File: config.mk
export PLATFORM = sky130hd
export DESIGN_NAME = pipe_valid_tracker_flat
export DESIGN_NICKNAME = d
export VERILOG_FILES = /design/src/rtl/pipe_valid_tracker_if.sv /design/src/rtl/pipe_valid_tracker.sv /design/src/flat_wrapper.sv
export SDC_FILE = /design/constraint.sdc
export NUM_CORES = 1
export LEC_CHECK = 0
export CORE_MARGIN = 2
export CORE_UTILIZATION = 40
export CTS_CLUSTER_SIZE = 40
export DETAILED_ROUTE_END_ITERATION = 10
export GPL_TIMING_DRIVEN = 0
export SLEW_MARGIN = 15
export SYNTH_ARGS = -nofsm -noshare
export SYNTH_HDL_FRONTEND = slang
export SYNTH_SLANG_ARGS = --single-unit
File: constraint.sdc
create_clock -name clk -period 3 [get_ports clk]
set_clock_uncertainty 0.05 [all_clocks]
set_input_delay 0.6 -clock clk [delete_from_list [all_inputs] [get_ports clk]]
set_output_delay 0.6 -clock clk [all_outputs]
set_load 0.005 [all_outputs]
File: src/rtl/pipe_valid_tracker_if.sv
// Hazard stall/flush interface between the hazard control unit and the valid tracker.
//   master : hazard control side, drives fetch_valid, ifid_write, pc_write and the
//            three flush strobes; observes pc_en and the per-stage valid bits.
//   slave  : tracker side, the reverse direction of the same signals.
interface pipe_valid_tracker_if;
   logic fetch_valid;   // IF stage holds a real instruction this cycle
   logic ifid_write;    // 1: IF/ID may load, 0: hold (stall)
   logic pc_write;      // 1: PC may advance
   logic ifid_flush;    // squash IF/ID
   logic idex_flush;    // squash ID/EX (bubble insert)
   logic exmem_flush;   // squash EX/MEM
   logic pc_en;         // PC register enable
   logic ifid_valid;
   logic idex_valid;
   logic exmem_valid;
   logic memwb_valid;   // high means an instruction retires this cycle

   modport master (
      output fetch_valid, ifid_write, pc_write, ifid_flush, idex_flush, exmem_flush,
      input  pc_en, ifid_valid, idex_valid, exmem_valid, memwb_valid
   );

   modport slave (
      input  fetch_valid, ifid_write, pc_write, ifid_flush, idex_flush, exmem_flush,
      output pc_en, ifid_valid, idex_valid, exmem_valid, memwb_valid
   );
endinterface

File: src/rtl/pipe_valid_tracker.sv
// Consumer end of the hazard stall/flush interface.
// Tracks a valid bit per pipeline register (IF/ID, ID/EX, EX/MEM, MEM/WB), drives the PC
// enable, counts stall cycles, flush cycles and retirements with saturating counters, and
// raises sticky flags for a stall run that reaches MAX_STALL and for ifid_write != pc_write.
// Ports:
//   clk, rst       core clock; synchronous active-high reset
//   bus            pipe_valid_tracker_if.slave (control strobes in, pc_en and valids out)
//   stall_cycles   cycles with ifid_write == 0
//   flush_events   cycles with at least one flush strobe
//   retired        instructions retired (memwb_valid cycles)
//   stall_timeout  sticky: stall run reached MAX_STALL
//   protocol_err   sticky: ifid_write != pc_write seen
module pipe_valid_tracker #(
   parameter int unsigned CNT_W     = 32,
   parameter int unsigned MAX_STALL = 4
) (
   input  logic                 clk,
   input  logic                 rst,
   pipe_valid_tracker_if.slave  bus,
   output logic [CNT_W-1:0]     stall_cycles,
   output logic [CNT_W-1:0]     flush_events,
   output logic [CNT_W-1:0]     retired,
   output logic                 stall_timeout,
   output logic                 protocol_err
);

   localparam int unsigned RunW = $clog2(MAX_STALL + 1);
   localparam logic [RunW-1:0] RunTrip = RunW'(MAX_STALL - 1);
   localparam logic [RunW-1:0] RunMax  = RunW'(MAX_STALL);

   logic             ifid_valid_q;
   logic             idex_valid_q;
   logic             exmem_valid_q;
   logic             memwb_valid_q;
   logic [CNT_W-1:0] stall_cycles_q;
   logic [CNT_W-1:0] flush_events_q;
   logic [CNT_W-1:0] retired_q;
   logic [RunW-1:0]  run_q;
   logic             stall_timeout_q;
   logic             protocol_err_q;

   logic stall;
   logic any_flush;

   function automatic logic [CNT_W-1:0] sat_inc(input logic [CNT_W-1:0] v, input logic en);
      return (en && (v != '1)) ? v + 1'b1 : v;
   endfunction

   always_comb begin
      stall     = ~bus.ifid_write;
      any_flush = bus.ifid_flush | bus.idex_flush | bus.exmem_flush;
   end

   always_ff @(posedge clk) begin
      if (rst) begin
         ifid_valid_q    <= 1'b0;
         idex_valid_q    <= 1'b0;
         exmem_valid_q   <= 1'b0;
         memwb_valid_q   <= 1'b0;
         stall_cycles_q  <= '0;
         flush_events_q  <= '0;
         retired_q       <= '0;
         run_q           <= '0;
         stall_timeout_q <= 1'b0;
         protocol_err_q  <= 1'b0;
      end else begin
         // Flush beats stall beats advance.
         ifid_valid_q  <= bus.ifid_flush  ? 1'b0 :
                          bus.ifid_write  ? bus.fetch_valid : ifid_valid_q;
         // A stalled IF/ID leaves a bubble behind it in ID/EX.
         idex_valid_q  <= bus.idex_flush  ? 1'b0 :
                          bus.ifid_write  ? ifid_valid_q : 1'b0;
         exmem_valid_q <= bus.exmem_flush ? 1'b0 : idex_valid_q;
         memwb_valid_q <= exmem_valid_q;

         stall_cycles_q <= sat_inc(stall_cycles_q, stall);
         flush_events_q <= sat_inc(flush_events_q, any_flush);
         retired_q      <= sat_inc(retired_q, memwb_valid_q);

         // Watchdog: run_q counts consecutive stall edges; it is held at MAX_STALL so a
         // long stall cannot wrap it back into the non-tripped range.
         if (stall) begin
            if (run_q == RunTrip) begin
               stall_timeout_q <= 1'b1;
            end
            if (run_q != RunMax) begin
               run_q <= run_q + 1'b1;
            end
         end else begin
            run_q <= '0;
         end

         if (bus.ifid_write != bus.pc_write) begin
            protocol_err_q <= 1'b1;
         end
      end
   end

   // PC enable is combinational so the hazard unit's decision takes effect this cycle.
   assign bus.pc_en       = bus.pc_write & ~rst;
   assign bus.ifid_valid  = ifid_valid_q;
   assign bus.idex_valid  = idex_valid_q;
   assign bus.exmem_valid = exmem_valid_q;
   assign bus.memwb_valid = memwb_valid_q;

   assign stall_cycles  = stall_cycles_q;
   assign flush_events  = flush_events_q;
   assign retired       = retired_q;
   assign stall_timeout = stall_timeout_q;
   assign protocol_err  = protocol_err_q;

endmodule

File: src/flat_wrapper.sv
// flat-port wrapper written by rule: the top's interface ports become plain ports
module pipe_valid_tracker_flat 
#(
   parameter int unsigned CNT_W     = 32,
   parameter int unsigned MAX_STALL = 4
)
  (clk, rst, stall_cycles, flush_events, retired, stall_timeout, protocol_err, bus_fetch_valid, bus_ifid_write, bus_pc_write, bus_ifid_flush, bus_idex_flush, bus_exmem_flush, bus_pc_en, bus_ifid_valid, bus_idex_valid, bus_exmem_valid, bus_memwb_valid);
  pipe_valid_tracker_if bus_i ();
  input  logic clk;
  input  logic rst;
  output logic [CNT_W-1:0] stall_cycles;
  output logic [CNT_W-1:0] flush_events;
  output logic [CNT_W-1:0] retired;
  output logic stall_timeout;
  output logic protocol_err;
  input wire logic [$bits(bus_i.fetch_valid)-1:0] bus_fetch_valid;
  input wire logic [$bits(bus_i.ifid_write)-1:0] bus_ifid_write;
  input wire logic [$bits(bus_i.pc_write)-1:0] bus_pc_write;
  input wire logic [$bits(bus_i.ifid_flush)-1:0] bus_ifid_flush;
  input wire logic [$bits(bus_i.idex_flush)-1:0] bus_idex_flush;
  input wire logic [$bits(bus_i.exmem_flush)-1:0] bus_exmem_flush;
  output wire logic [$bits(bus_i.pc_en)-1:0] bus_pc_en;
  output wire logic [$bits(bus_i.ifid_valid)-1:0] bus_ifid_valid;
  output wire logic [$bits(bus_i.idex_valid)-1:0] bus_idex_valid;
  output wire logic [$bits(bus_i.exmem_valid)-1:0] bus_exmem_valid;
  output wire logic [$bits(bus_i.memwb_valid)-1:0] bus_memwb_valid;
  assign bus_i.fetch_valid = bus_fetch_valid;
  assign bus_i.ifid_write = bus_ifid_write;
  assign bus_i.pc_write = bus_pc_write;
  assign bus_i.ifid_flush = bus_ifid_flush;
  assign bus_i.idex_flush = bus_idex_flush;
  assign bus_i.exmem_flush = bus_exmem_flush;
  assign bus_pc_en = bus_i.pc_en;
  assign bus_ifid_valid = bus_i.ifid_valid;
  assign bus_idex_valid = bus_i.idex_valid;
  assign bus_exmem_valid = bus_i.exmem_valid;
  assign bus_memwb_valid = bus_i.memwb_valid;
  pipe_valid_tracker #(.CNT_W(CNT_W), .MAX_STALL(MAX_STALL)) u_core (.clk(clk), .rst(rst), .bus(bus_i), .stall_cycles(stall_cycles), .flush_events(flush_events), .retired(retired), .stall_timeout(stall_timeout), .protocol_err(protocol_err));
endmodule
==> results.md, run 1 <==
- Status: finished clean
- CP Max Fanout: 10
- Placed insts: 937
- Worst skew pair latency: 360 ps
- Top cell type's share of synthesized area: 0.3941
- All-Layer GR Usage: 0.2231
- Mapped Nets: 666
- Syn Std Cell Area: 0.005334 sq mm
- Routability Congestion: 0.8895
- IO Count: 111
- CTS tree: built
- Worst path cell trace: clkdlybuf4s50_1 -> nor3_1 -> or3_1 -> a21o_1 -> clkbuf_1 -> nor4_1 -> mux2_2
- Hpwl dp: 11.52 mm
- Final #Nets: 786
- Crit path required time: 3200 ps
- Worst path bufs/invs: 2
- Total of max-cap violations: 0
- Slew Viols, Final: 0
- Final Hold Fails: 0
- Std cell rows: 42
- Critical-path top delay cell: clkdlybuf4s50_1
- Remaining DRCs: 0
- Iter 0 DRT Violations: 374
- Area Overhead vs Synth: 30.75%
- RR Endpoint: u_core.flush_events[25]
- Cell count after synthesis: 652
- Die height: 119.5 um
- Fin crit share: 0.9354
- Worst path max stage delay: 570 ps
- Vias/cell: 5.786
- Asr flop ratio synth: 0
- CTS Buf Count: 9
- Slew at the pin closest to its max-slew limit: 771.1 ps
- Total power: 2824 uW
- Synth area leader: dfxtp_1
- Setup TNS Final: 0 ps
- First-pass GRT wire length: 25.48 mm
- Final setup vio count: 0
- Non-Filler Instances: 953
- Number of synthesis warnings: 0
- DRT Pass-1 Iters: 5
- DIE WIDTH: 119.5 um
- Worst rel slew slack: 0.4812
- Most frequent cells in the layout: 109 x clkdlybuf4s50_1, 105 x dfxtp_1, 68 x nor2_1, 49 x a21oi_1, 41 x nand2_1
- Startpoint Class: primary input
- Hold EP: u_core.stall_timeout
- Clock Tree Root: clkbuf_16
- Distinct cells, synth: 51
- Sink Count: 105
- Final WL: 15.82 mm
- Via Count: 5,514
- RSZ-0062 raised after global routing: false
- Reg2Reg Depth: 7
- Sequential fraction of the synthesis area: 0.3941
- Die area: 0.01427 sq mm
- Maximum clock path buffer count: 2
- Min cycle time layout: 2806 ps
- Max IR drop VDD: 0.2557 mV
- FF+latch count, synth: 105
- Post-CTS Repair Setup Buffers: 0
- Leak: 0.002132 uW
- Vias in the first global route: 4,969
- DRT antenna net count: 0
- Htree depth: 3
- Commonest non-fill, non-tap cell in the layout: clkdlybuf4s50_1
- Core area: 0.01314 sq mm
- Min-delay src: u_core.stall_timeout
- Critical path type: primary input to flop
- Initial core utilization: 0.4060
- Worst r2r src: u_core.flush_events[0]
- Avg Cell Area, Syn: 8.181 sq um
- GR Overflow Total: 0
- Max frequency: 0.3563 GHz
- Hold Crit Class: flop to flop
- Reg-to-reg setup timing slack: 210 ps
- Port Buf Inserts: 109
- Share of layout cells above drive strength 1: 0.05405
- Worst path top cell family by delay: simple AND/OR/NAND/NOR gates
- Arrival time worst endpoint: 3000 ps
- EDFF count, synth: 0
- CP endpoint kind: flop
- Initial antenna violation count: 0
- Largest net degree at the start of global routing: 16
- Wire length per cell: 16.60 um
- Top post-synthesis cells by area: dfxtp_1 39%, nor2_1 4.8%, a21oi_1 4.6%, xnor2_1 3.8%, nand3_1 3.7%
- Cell Pwr Density: 405.0 mW/mm^2
- Ys flop type: dfxtp_1
- Antenna fix cells: 0
- Min-Delay Path Depth: 2
- Worst-path clk slew: 70 ps
routing by layer:
| metal | track usage | wire length [um] |
|---|---|---|
| met1 | 0.3055 | 7496 |
| met4 | 0.08750 | 335 |
| met3 | 0.04502 | 976 |
| met2 | 0.3446 | 7015 |
| met5 | 0 | 0 |
worst max-delay path by stage:
stage,endpoint,cells after the start,start
CTS,u_core.stall_cycles[25],7,bus_ifid_write
global route,u_core.flush_events[23],7,u_core.flush_events[0]
global placement,u_core.stall_cycles[25],7,bus_ifid_write
finish,u_core.flush_events[25],7,bus_ifid_flush
detailed placement,u_core.stall_cycles[25],7,bus_ifid_write
floorplan,u_core.retired[2],7,u_core.retired[11]
cell usage after synthesis (4+ instances only):
cell type and n:
xnor2_1 23, inv_1 22, nand3_1 39, xor2_1 7, clkbuf_1 22, a211oi_1 7, nor4_1 18, and2_1 4
or3_1 30, o211ai_1 4, nand4_1 27, o31ai_1 17, and4_1 7, buf_1 4, a31o_2 4, dfxtp_1 105
a2111oi_0 5, nor2b_1 14, mux2_2 12, and3_1 12, o21ai_0 24, or4_1 19, ha_1 6, a21oi_1 49
mux2i_1 4, nand2_1 41, nor3_1 18, nor2_1 68
flip-flops by register name, indices dropped and copies added, names as in the netlist:
register,flops
u_core.run_q,3
u_core.bus.exmem_valid,1
u_core.bus.idex_valid,1
u_core.protocol_err,1
u_core.retired,32
u_core.stall_timeout,1
u_core.bus.ifid_valid,1
u_core.flush_events,32
u_core.stall_cycles,32
u_core.bus.memwb_valid,1
power breakdown:
group / switching [uW] / internal (uW)
clock: 538 / 763
combinational: 63.6 / 43.2
sequential: 13.9 / 1400
total: 615 / 2210
layout make-up:
class	count	area, sq um
clock inverter	1	30.03
multi-input combinational	495	3034
sequential	105	2102
timing repair buffer	109	1091
inverter	23	86.33
tap	176	220.2
clock buffer	15	297.8
fill	1253	6163
buffer	29	112.6
cell families after synthesis:
group,synth area share
AO/OA/AOI/OAI,0.1541
flip-flops,0.3941
AND/OR/NAND/NOR,0.3162
multiplexers,0.03495
buffers and inverters,0.03730
XOR/XNOR,0.04926
adder cells (fa/ha/maj),0.01407
stage by stage:
| step | util | hold slack, ps | setup WS [ps] | instance area (sq um) |
|---|---|---|---|---|
| 4_1_cts | 0.5308 | 428.7 | 200.6 | 6973 |
| 2_1_floorplan | - | 392.8 | 687.8 | 5334 |
| 3_3_place_gp | 0.5058 | 400.0 | -195.2 | 6645 |
| 6_report | 0.5309 | 427.2 | 193.7 | 6974 |
| 5_1_grt | 0.5309 | 456.4 | 62.50 | 6974 |
| 3_5_place_dp | 0.5058 | 408.6 | -164.0 | 6645 |
tightest hold or removal path: cells and delay by family, from the launching register on:
family,cells,cell delay (ps)
AOI/OAI and AO/OA,1,40
DFF,1,330
and+or+nand+nor,1,70
repair_timing:
item / CTS / global route
setup endpoints to repair: 0 / 1
hold buffers: 0 / 0
resized for setup: 0 / 1
(Power assumes the default switching activity.)
==> run 2: changes to the inputs <==
- MAX_ROUTING_LAYER: not set -> met4
==> run 2 against run 1 <==
  * Fmax up 0.25%
  * Clock-buffer cell count decreased by 5
  * Core utilization is 0.057 points higher
  * Sequential share of layout area about the same
  * First-iteration DRC count increased by 5.3%
  * Critical path depth is the same
  * Routed wire length rose by 0.37%
  * Hold slack gained 1.0 ps
  * Sequential power about the same
  * Worst setup slack better by 6.9 ps
  * Clock power is essentially flat
  * Total power grew 0.31%
  * Critical path type unchanged
  * Critical endpoint is now u_core.stall_cycles[29]
  * Largest power group unchanged
  * Highest routed layer unchanged
==> results.md, run 2 (synthesis gave the netlist of run 1 again) <==
- Reg2Reg Depth: 7
- Switching power total: 629.5 uW
- Cell Pwr Density: 405.8 mW/mm^2
- Final setup vio count: 0
- Commonest non-fill, non-tap cell in the layout: clkdlybuf4s50_1
- Hpwl dp: 11.68 mm
- Slew at the pin closest to its max-slew limit: 647.8 ps
- Htree depth: 3
- Internal power: 2204 uW
- Port Buf Inserts: 109
- Min-delay src: u_core.stall_timeout
- Post-CTS Resized: 0
- Slew Viols, Final: 0
- Vias in the first global route: 4,944
- Initial core utilization: 0.4060
- DRT antenna net count: 0
- RSZ-0062 raised after global routing: false
- Via Count: 5,383
- CTS tree: built
- Leak: 0.002129 uW
- Core area: 0.01314 sq mm
- Hold EP: u_core.stall_timeout
- Clock share of power: 0.462
- Routability Congestion: 0.8987
- Wire length per cell: 16.67 um
- Antenna fix cells: 0
- Hold Crit Class: flop to flop
- Final WL: 15.88 mm
- Combinational power share: 0.038
- Std cell rows: 42
- Worst-path clk slew: 70 ps
- Final Hold Fails: 0
- Min-Delay Path Depth: 2
- Hold Buf Count CTS: 0
- Initial antenna violation count: 0
- Critical path type: primary input to flop
- Max IR drop VDD: 0.2817 mV
- Fin crit share: 0.9331
- First-pass GRT wire length: 25.51 mm
- Worst skew pair latency: 360 ps
- Min cycle time layout: 2799 ps
- Most frequent cells in the layout: 109 x clkdlybuf4s50_1, 105 x dfxtp_1, 68 x nor2_1, 49 x a21oi_1, 41 x nand2_1
- Iter 0 DRT Violations: 394
- GR Overflow Total: 0
- Die area: 0.01427 sq mm
- Status: finished clean
- CP endpoint kind: flop
- DIE WIDTH: 119.5 um
- Startpoint Class: primary input
- RR Endpoint: u_core.retired[2]
- Worst rel slew slack: 0.5641
- Final #Nets: 786
- CP Max Fanout: 10
- Remaining DRCs: 0
- Total of max-cap violations: 0
- Worst r2r src: u_core.retired[25]
- Share of layout cells above drive strength 1: 0.05663
- All-Layer GR Usage: 0.2281
- Sink Count: 105
- Die height: 119.5 um
- Largest net degree at the start of global routing: 18
- Maximum clock path buffer count: 2
- Net Sw Frac: 0.2222
- Arrival time worst endpoint: 3030 ps
- DRT Pass-1 Iters: 5
- Total power: 2833 uW
- CTS Buf Count: 9
- Max frequency: 0.3572 GHz
- Area Overhead vs Synth: 30.89%
- Clock Tree Root: clkbuf_16
- IO Count: 111
- Register share of total power: 0.500
- Crit path required time: 3230 ps
- Vias/cell: 5.648
- Reg-to-reg setup timing slack: 310 ps
- Setup TNS Final: 0 ps
- Post-CTS Repair Setup Buffers: 0
==> run 2: metal layers <==
| metal | track usage | up-vias | part of all wire |
|---|---|---|---|
| li1 | - | 2671 | - |
| met1 | 0.3177 | 2553 | 0.49 |
| met2 | 0.3446 | 150 | 0.45 |
| met3 | 0.04310 | 9 | 0.048 |
| met4 | 0.05074 | 0 | 0.0079 |
| met5 | - | - | 0 |
==> run 2: worst max path at each step <==
stage / from / to / slack (ps) / cells past startpoint
after global placement: bus_ifid_write / u_core.stall_cycles[29] / -220 / 7
after CTS: bus_ifid_write / u_core.stall_cycles[25] / 150 / 7
after global routing: bus_ifid_write / u_core.stall_cycles[25] / 90 / 7
after detailed placement: bus_ifid_write / u_core.stall_cycles[25] / -210 / 7
final: bus_ifid_write / u_core.stall_cycles[29] / 200 / 7
after floorplan: u_core.retired[11] / u_core.retired[2] / 690 / 7
==> run 2: per-stage QoR <==
stage / utilization / hold slack, ps / cells / setup slack, ps / cell area (sq um)
after floorplan: - / 392.8 / 652 / 687.8 / 5334
after global placement: 0.5058 / 402.8 / 937 / -216.3 / 6645
after detailed placement: 0.5058 / 412.7 / 937 / -213.2 / 6645
after CTS: 0.5309 / 429.2 / 953 / 153.3 / 6974
after global routing: 0.5314 / 448.9 / 953 / 90.26 / 6982
final: 0.5314 / 428.3 / 953 / 200.6 / 6982
==> run 2: final cells by class <==
type / instances / area (sq um)
multi-input combinational: 495 / 3040
tap: 176 / 220.2
timing repair buffer: 109 / 1091
buffer: 29 / 112.6
clock inverter: 6 / 90.09
fill: 1251 / 6156
inverter: 23 / 86.33
clock buffer: 10 / 239.0
sequential: 105 / 2102
==> run 2: worst max-delay path, cell delays in order <==
cell and delay (ps):
clkdlybuf4s50_1 510, nand4b_1 340, or3_1 400, clkbuf_1 250
a2111oi_1 630, nand3b_1 140, a21oi_1 160
==> run 2: power by group through the flow <==
stage          combinational, uW  clock [uW]  sequential, uW
2_1_floorplan               52.7           0            1450
3_3_place_gp                 107           0            1450
3_5_place_dp                 109           0            1450
4_1_cts                      110        1340            1420
5_1_grt                      121        1390            1420
6_report                     108        1310            1420
